<file path="config.mk">
export PLATFORM = sky130hd
export DESIGN_NAME = match_referee
export DESIGN_NICKNAME = d
export VERILOG_FILES = /design/src/rtl/game_pkg.sv /design/src/rtl/lowest_index_picker.sv /design/src/rtl/match_referee.sv
export SDC_FILE = /design/constraint.sdc
export NUM_CORES = 1
export LEC_CHECK = 0
export CORE_UTILIZATION = 41
export CTS_CLUSTER_SIZE = 20
export DETAILED_ROUTE_END_ITERATION = 8
export PLACE_DENSITY = 0.66
export SLEW_MARGIN = 20
export SYNTH_ARGS = -nofsm -noshare
export SYNTH_HDL_FRONTEND = slang
export SYNTH_SLANG_ARGS = --single-unit
</file>
<file path="constraint.sdc">
create_clock -name clk -period 7.1 [get_ports clk]
set_clock_uncertainty 0.15 [all_clocks]
set_input_delay 2.13 -clock clk [delete_from_list [all_inputs] [get_ports clk]]
set_output_delay 2.13 -clock clk [all_outputs]
set_load 0.05 [all_outputs]
</file>
<file path="src/rtl/game_pkg.sv">
// Shared types and helpers for the match referee: FSM state encoding and
// player-id conversion (id 0 means no player / draw, id i+1 is player i).
package game_pkg;

  typedef enum logic [1:0] {
    IDLE,
    PLAY,
    ROUND_OVER,
    MATCH_OVER
  } referee_state_e;

  localparam int PID_NONE = 0;

  function automatic int pid_of(input int idx);
    return idx + 1;
  endfunction

endpackage

</file>
<file path="src/rtl/lowest_index_picker.sv">
// Combinational lowest-set-bit finder: presence, index, isolated one-hot bit,
// and whether exactly one bit is set.
module lowest_index_picker #(
  parameter int N     = 4,
  parameter int IDX_W = (N > 1) ? $clog2(N) : 1
) (
  input  logic [N-1:0]     bits,
  output logic             any,
  output logic [IDX_W-1:0] idx,
  output logic [N-1:0]     onehot,
  output logic             count_is_one
);

  always_comb begin
    idx = '0;
    // Scan downwards so the lowest set bit is the last one written.
    for (int i = N - 1; i >= 0; i--) begin
      if (bits[i]) idx = IDX_W'(i);
    end
  end

  assign any          = |bits;
  assign onehot       = bits & (~bits + N'(1));
  assign count_is_one = any && ((bits & (bits - N'(1))) == '0);

endmodule

</file>
<file path="src/rtl/match_referee.sv">
// N-player referee: resolves each round from winner/loser flags, keeps
// per-player round tallies and declares a champion at WINS_TO_MATCH.
module match_referee
  import game_pkg::*;
#(
  parameter int NUM_PLAYERS   = 4,
  parameter int SCORE_W       = 4,
  parameter int WINS_TO_MATCH = 3,
  parameter int CNT_W         = 8,
  parameter int PID_W         = $clog2(NUM_PLAYERS + 1)
) (
  input  logic                           clk,
  input  logic                           reset,
  input  logic                           start,
  input  logic [NUM_PLAYERS-1:0]         winner_flag,
  input  logic [NUM_PLAYERS-1:0]         loser_flag,
  input  logic                           next_round,
  output logic [PID_W-1:0]               who,
  output logic                           gameover,
  output logic                           round_done,
  output logic                           match_over,
  output logic [PID_W-1:0]               champion,
  output logic [NUM_PLAYERS-1:0]         alive,
  output logic [NUM_PLAYERS*SCORE_W-1:0] tally,
  output logic [CNT_W-1:0]               round_count
);

  localparam int IDX_W = $clog2(NUM_PLAYERS);
  localparam logic [SCORE_W-1:0] SCORE_MAX = '1;

  referee_state_e           state_reg;
  logic [PID_W-1:0]         who_reg;
  logic                     gameover_reg;
  logic                     round_done_reg;
  logic                     match_over_reg;
  logic [PID_W-1:0]         champion_reg;
  logic [NUM_PLAYERS-1:0]   alive_reg;
  logic [SCORE_W-1:0]       tally_reg [NUM_PLAYERS];
  logic [CNT_W-1:0]         round_count_reg;

  logic [NUM_PLAYERS-1:0]   win_cand;
  logic [NUM_PLAYERS-1:0]   survivors;
  logic                     w_any, w_one, s_any, s_one;
  logic [IDX_W-1:0]         w_idx, s_idx;
  logic [NUM_PLAYERS-1:0]   w_oh, s_oh;
  logic                     win_valid, resolve;
  logic [IDX_W-1:0]         win_idx;
  logic [NUM_PLAYERS-1:0]   win_oh;
  logic [SCORE_W-1:0]       tally_next [NUM_PLAYERS];
  logic [NUM_PLAYERS-1:0]   match_hit;
  logic                     unused_w_one;

  // Only players still in the round may win or be eliminated.
  assign win_cand  = winner_flag & alive_reg;
  assign survivors = alive_reg & ~loser_flag;

  lowest_index_picker #(.N(NUM_PLAYERS), .IDX_W(IDX_W)) u_win_pick (
    .bits(win_cand), .any(w_any), .idx(w_idx), .onehot(w_oh), .count_is_one(w_one)
  );

  lowest_index_picker #(.N(NUM_PLAYERS), .IDX_W(IDX_W)) u_surv_pick (
    .bits(survivors), .any(s_any), .idx(s_idx), .onehot(s_oh), .count_is_one(s_one)
  );

  assign unused_w_one = w_one;
  assign win_valid    = w_any | s_one;
  assign resolve      = win_valid | ~s_any;
  assign win_idx      = w_any ? w_idx : s_idx;
  assign win_oh       = w_any ? w_oh : s_oh;

  generate
    for (genvar gi = 0; gi < NUM_PLAYERS; gi++) begin : g_player
      assign tally_next[gi] = (tally_reg[gi] == SCORE_MAX) ? tally_reg[gi]
                                                          : tally_reg[gi] + SCORE_W'(1);
      assign match_hit[gi]  = win_oh[gi] && (tally_next[gi] == SCORE_W'(WINS_TO_MATCH));
      assign tally[gi*SCORE_W +: SCORE_W] = tally_reg[gi];
    end
  endgenerate

  always_ff @(posedge clk) begin
    round_done_reg <= 1'b0;
    if (reset) begin
      state_reg       <= IDLE;
      who_reg         <= PID_W'(PID_NONE);
      gameover_reg    <= 1'b0;
      match_over_reg  <= 1'b0;
      champion_reg    <= PID_W'(PID_NONE);
      alive_reg       <= '0;
      round_count_reg <= '0;
      for (int i = 0; i < NUM_PLAYERS; i++) tally_reg[i] <= '0;
    end else begin
      case (state_reg)
        IDLE, MATCH_OVER: begin
          if (start) begin
            state_reg       <= PLAY;
            who_reg         <= PID_W'(PID_NONE);
            gameover_reg    <= 1'b0;
            match_over_reg  <= 1'b0;
            champion_reg    <= PID_W'(PID_NONE);
            alive_reg       <= '1;
            round_count_reg <= '0;
            for (int i = 0; i < NUM_PLAYERS; i++) tally_reg[i] <= '0;
          end
        end
        PLAY: begin
          alive_reg <= survivors;
          if (resolve) begin
            who_reg         <= win_valid ? PID_W'(pid_of(int'(win_idx))) : PID_W'(PID_NONE);
            gameover_reg    <= 1'b1;
            round_done_reg  <= 1'b1;
            round_count_reg <= (round_count_reg == '1) ? round_count_reg
                                                       : round_count_reg + CNT_W'(1);
            for (int i = 0; i < NUM_PLAYERS; i++) begin
              if (win_valid && win_oh[i]) tally_reg[i] <= tally_next[i];
            end
            if (win_valid && |match_hit) begin
              state_reg      <= MATCH_OVER;
              match_over_reg <= 1'b1;
              champion_reg   <= PID_W'(pid_of(int'(win_idx)));
            end else begin
              state_reg <= ROUND_OVER;
            end
          end
        end
        ROUND_OVER: begin
          if (next_round) begin
            state_reg    <= PLAY;
            alive_reg    <= '1;
            who_reg      <= PID_W'(PID_NONE);
            gameover_reg <= 1'b0;
          end
        end
        default: state_reg <= IDLE;
      endcase
    end
  end

  assign who         = who_reg;
  assign gameover    = gameover_reg;
  assign round_done  = round_done_reg;
  assign match_over  = match_over_reg;
  assign champion    = champion_reg;
  assign alive       = alive_reg;
  assign round_count = round_count_reg;

endmodule
</file>
==> results.json, run 1 <==
{
  "cts_hold_buf": 0,
  "crit_path_top_delay_cell": "nor2b_1",
  "finalPower_uw": 865,
  "netSwitchingFraction_pct": 46.2,
  "grt_start_max_net_pins": 26,
  "io_pins": 49,
  "synthTopCellsByCount": "nand2_1 (33), nor2_1 (27), dfxtp_1 (26)",
  "power_frac_comb_pct": 47.8,
  "hp-class": "reg -> reg",
  "viasPerCell": 5.57,
  "post_route_cells_drive_above_1_share_pct": 5.94,
  "grtUsageTotal_pct": 19.0,
  "synth_area_leader_cell": "dfxtp_1",
  "yosys_warnings": 0,
  "die_y_um": 77.8,
  "netlist-cell-type-count": 54,
  "drt_iter0_drc": 152,
  "post_cts_buffers": 0,
  "path_max_fanout": 9,
  "clock_sinks": 38,
  "ys_top_cells_by_area": "dfxtp_1 (22%), edfxtp_1 (15%), nand2_1 (5.3%)",
  "syn_area_per_cell_um2": 8.65,
  "hold_path_end": "champion[0]$_SDFFE_PP0P_",
  "fmax_ghz": 0.217,
  "syn_to_final_growth_pct": 25.9,
  "gp_congestion": 0.834,
  "r2r_cells": 8,
  "path_clk_slew_ns": 0.09,
  "synthFlopType": "dfxtp_1",
  "ff2ff_setup_slack_ns": 4.21,
  "fp-row-count": 27,
  "fin_util_pct": 53.8,
  "startpoint": "loser_flag[0]",
  "synth-edff-count": 12,
  "power.net_switching_uw": 400,
  "cp-start-kind": "input pin",
  "ant_nets": 0,
  "clkPwrFrac_pct": 17.1,
  "cp-end-kind": "flip-flop",
  "yosysSeqAreaShare_pct": 37.4,
  "route.detailed.drc": 0,
  "insertion_delay_ns": 0.30,
  "fin_ws_ns": 2.48,
  "synth_cells": 272,
  "grt_pass1_wl_um": 9060,
  "worst_pin_slew_ns": 0.835,
  "critPathKind": "in -> reg",
  "ys_ff_latch": 38,
  "n_antenna_cell": 0,
  "cts-root-buf": "clkbuf_8",
  "drv_cap": 0,
  "fp.dieArea_mm2": 0.00605,
  "finalSetupViolCount": 0,
  "finalCritPeriodShare_pct": 65.0,
  "clockBufferDepth": 2,
  "preCtsSetupSlack_ns": 2.20,
  "routedWlPerCell_um": 14.2,
  "grt_overflow_total": 0,
  "design.core.area_mm2": 0.00551,
  "leakage_uw": 0.00107,
  "async_reset_ff_share_pct": 0,
  "r2r-start": "alive[0]$_SDFFE_PP0P_",
  "largest_reg_flops": 16,
  "worstPathBufferInverterCount": 2,
  "min_from": "champion[0]$_SDFFE_PP0P_",
  "hold_viol": 0,
  "slew_violations": 0,
  "vias": 2183,
  "vdd.ir_drop.worst_mv": 0.145,
  "arrival_ns": 4.67,
  "cts_made_buffers": 5,
  "nets": 339,
  "grt_pass1_vias": 1946,
  "power.internal_uw": 465,
  "hold_ws_ns": 0.316,
  "post_cts_resized": 0,
  "power_density_mw_per_mm2": 292,
  "yosysMostFrequentCell": "nand2_1",
  "htree_levels": 2,
  "status": "complete, no violations",
  "setup_tns_ns": 0,
  "dr.pass1.iters": 4,
  "critical_path.top_delay_family": "compound AO/OA/AOI/OAI gates",
  "finalCriticalPeriod_ns": 4.62,
  "syn_nets": 292,
  "critPathMaxStageDelay_ns": 0.58,
  "crit_required_ns": 7.16,
  "start_util_pct": 42.7,
  "synth_area_mm2": 0.00235,
  "port_buffers": 48,
  "wl_um": 5580,
  "hold_depth": 2,
  "critical_path.cell_chain": "clkdlybuf4s50_1 > nor2b_1 > a2111oi_2 > o211a_1 > a311oi_1 > inv_1 > ha_1 > nand4_1 > a21oi_1",
  "seq_power_share_pct": 35.1,
  "fillers": 510,
  "cts_tree": "built",
  "antenna_found_initial": 0,
  "synth_top_cell_area_share_pct": 22.1,
  "slew_headroom_pct": 44.1,
  "rsz0062_at_grt": "no",
  "die_w_um": 77.8,
  "r2r_end": "who[1]$_SDFFE_PP0P_",
  "post-dp-hpwl_um": 4160
}
power by group through the flow:
stage / registers [µW] / clock network [µW] / logic (µW)
finish: 303 / 148 / 414
global route: 310 / 160 / 442
CTS: 304 / 153 / 413
detailed placement: 308 / 0 / 411
global placement: 307 / 0 / 409
floorplan: 399 / 0 / 202
worst max path at each step:
stage,to,slack (ns),cells past startpoint
after global routing,who[1]$_SDFFE_PP0P_,2.31,9
after global placement,who[1]$_SDFFE_PP0P_,2.36,9
after floorplan,who[1]$_SDFFE_PP0P_,3.28,9
after detailed placement,who[1]$_SDFFE_PP0P_,2.20,9
final,who[1]$_SDFFE_PP0P_,2.48,9
after CTS,who[1]$_SDFFE_PP0P_,2.50,9
worst min-delay path: stages (launching register included):
cell and delay (ns):
dfxtp_1 0.32, nand2_1 0.05, mux2i_1 0.05
routing by layer:
layer | global-route usage [%] | share of wire (%) | up-vias | routed length [µm]
met4 | 6.98 | 0.99 | 0 | 55
met3 | 3.76 | 4.6 | 5 | 256
met2 | 30.7 | 46 | 63 | 2590
met5 | 0 | 0 | - | 0
li1 | - | - | 1110 | -
met1 | 24.9 | 48 | 1005 | 2680
cell type report:
cell class              count  area [µm²]  share of cell area, %
inverters                   9        33.8                   1.14
flip-flops and latches     38         881                   29.7
clock inverters             3        16.3                  0.549
clock buffers               5        68.8                   2.32
repair buffers             48         480                   16.2
well taps                  72        90.1                   3.04
multi-input cells         217        1390                   47.0
kinds of logic (layout without fill, tap and decap cells):
logic type,Yosys count,after routing,synth area share (%)
AND/OR/NAND/NOR,124,124,26.7
multiplexers,11,11,4.68
buffers and inverters,17,65,3.35
AO/OA/AOI/OAI,67,67,20.9
adder cells (fa/ha/maj),8,8,4.25
XOR/XNOR,7,7,2.61
flip-flops,38,38,37.4
cell usage in the layout (no fill, tap or decap), types with 2 or more instances in the layout:
cell,n
a221oi_2,3
a31oi_1,6
o21ai_1,3
o211ai_1,3
nor2_1,27
inv_1,9
nor3_1,3
clkbuf_8,5
a21oi_1,18
nand4_1,9
mux2i_1,11
ha_1,8
nand3_1,16
xor2_1,3
nor4_1,4
o21a_1,2
nor4b_1,3
o211a_1,2
xnor2_1,4
or4_1,3
nor2b_1,3
edfxtp_1,12
dfxtp_1,26
nand2b_1,13
o21ai_0,9
a211oi_1,4
clkdlybuf4s50_1,48
o31ai_1,3
nand2_1,33
through the flow:
step / std cells / cell area [µm²]
after floorplan: 272 / 2350
after global placement: 384 / 2880
after detailed placement: 384 / 2880
after CTS: 392 / 2960
after global routing: 392 / 2960
final: 392 / 2960
Power figures use the tool's default switching activity.
==> inputs of run 2 (changes only) <==
==> constraint.sdc (replaced) <==
create_clock -name clk -period 4.35 [get_ports clk]
set_clock_uncertainty 0.15 [all_clocks]
set_input_delay 1.305 -clock clk [delete_from_list [all_inputs] [get_ports clk]]
set_output_delay 1.305 -clock clk [all_outputs]
set_load 0.05 [all_outputs]
==> results.json, run 2 (synthesis results as in run 1) <==
{
  "port_buffers": 48,
  "seq_area_um2": 881,
  "crit_required_ns": 4.43,
  "preCtsSetupSlack_ns": 0.404,
  "finalPower_uw": 1410,
  "fmax_ghz": 0.268,
  "htree_levels": 2,
  "crit_path_top_delay_cell": "nor2b_1",
  "fin_util_pct": 54.0,
  "multi_input_comb_area_mm2": 0.00139,
  "vias": 2185,
  "grt_overflow_total": 0,
  "fp-row-count": 27,
  "cts_hold_buf": 0,
  "slew_headroom_pct": 44.1,
  "fin_ws_ns": 0.614,
  "cts-root-buf": "clkbuf_8",
  "post_cts_resized": 0,
  "setup_tns_ns": 0,
  "grt_start_max_net_pins": 25,
  "critPathMaxStageDelay_ns": 0.58,
  "syn_to_final_growth_pct": 26.3,
  "hp-class": "reg -> reg",
  "start_util_pct": 42.7,
  "cp-end-kind": "flip-flop",
  "hold_viol": 0,
  "vdd.ir_drop.worst_mv": 0.231,
  "hold_ws_ns": 0.325,
  "rsz0062_at_grt": "no",
  "wl_um": 5480,
  "r2r_cells": 8,
  "clock_sinks": 38,
  "power_density_mw_per_mm2": 473,
  "cts_tree": "built",
  "grtUsageTotal_pct": 18.5,
  "gp_congestion": 0.895,
  "routedWlPerCell_um": 13.9,
  "layout_commonest_cell": "clkdlybuf4s50_1",
  "clockBufferDepth": 2,
  "nets": 340,
  "critPathKind": "in -> reg",
  "layout_common_cells": "clkdlybuf4s50_1 (48), nand2_1 (33), nor2_1 (27), dfxtp_1 (26), a21oi_1 (18)",
  "status": "complete, no violations",
  "die_y_um": 77.8,
  "viasPerCell": 5.56,
  "fp.dieArea_mm2": 0.00605,
  "largest_reg_flops": 16,
  "route.detailed.drc": 0,
  "finalSetupViolCount": 0,
  "insertion_delay_ns": 0.30,
  "design.core.area_mm2": 0.00551,
  "grt_pass1_wl_um": 8870,
  "io_pins": 49,
  "dr.pass1.iters": 4,
  "hold_depth": 2,
  "antenna_found_initial": 0,
  "drv_cap": 0,
  "leakage_uw": 0.00107,
  "fillers": 509,
  "post_route_cells_drive_above_1_share_pct": 6.23,
  "worst_pin_slew_ns": 0.835,
  "post-dp-hpwl_um": 4060,
  "path_max_fanout": 9,
  "post_cts_buffers": 0,
  "die_w_um": 77.8,
  "drt_iter0_drc": 158,
  "grt_pass1_vias": 1909,
  "arrival_ns": 3.81,
  "critical_path.cell_chain": "clkdlybuf4s50_1 > nor2b_1 > a2111oi_2 > o211a_1 > a311oi_1 > inv_1 > ha_1 > nand4_1 > a21oi_1",
  "cts_made_buffers": 5,
  "finalCritPeriodShare_pct": 85.9,
  "finalCriticalPeriod_ns": 3.74,
  "path_clk_slew_ns": 0.07,
  "slew_violations": 0,
  "ant_nets": 0,
  "cp-start-kind": "input pin",
  "n_antenna_cell": 0
}
## run 2: cell types whose count changed in the layout (fill, tap and decap cells not counted)
cell and delta:
buf_4 +1
## run 2: area by class of cell
type / instances / area share (%)
clock inverter: 3 / 0.547
clock buffer: 5 / 2.32
sequential: 38 / 29.6
tap: 72 / 3.03
inverter: 9 / 1.14
multi-input combinational: 217 / 46.9
timing repair buffer: 49 / 16.4
## run 2: through the flow
stage	cell area, µm²	std cells
4_1_cts	2970	393
6_report	2970	393
2_1_floorplan	2350	272
5_1_grt	2970	393
3_5_place_dp	2890	385
3_3_place_gp	2890	385
## run 2: final timing paths
path / to / slack, ns / from
setup / recovery: who[1]$_SDFFE_PP0P_ / 0.61 / loser_flag[0]
hold reg to reg: champion[0]$_SDFFE_PP0P_ / 0.33 / champion[0]$_SDFFE_PP0P_
hold / removal: champion[0]$_SDFFE_PP0P_ / 0.33 / champion[0]$_SDFFE_PP0P_
setup reg to reg: who[1]$_SDFFE_PP0P_ / 1.54 / alive[0]$_SDFFE_PP0P_
## run 2: report_power, final
part,leakage (µW),total (µW),switching (µW),internal (µW)
Combinational,0.000690,673,448,225
Sequential,0.000342,495,71.9,423
Clock,0.0000416,238,128,110
## run 2: routing by layer
layer  vias to the layer above  wire length (µm)  GRT usage [%]
met5                         -                 0              0
met4                         0               110           7.74
met3                        10               259           4.35
met2                        56              2450           29.3
met1                      1004              2660           24.0
li1                       1115                 -              -
## run 2: critical path, delay by kind of cell
kind	cells	cell delay (ns)
AO/OA/AOI/OAI	4	1.02
adder cells (fa/ha/maj)	1	0.31
buffers and inverters	2	0.52
AND/OR/NAND/NOR	2	0.66
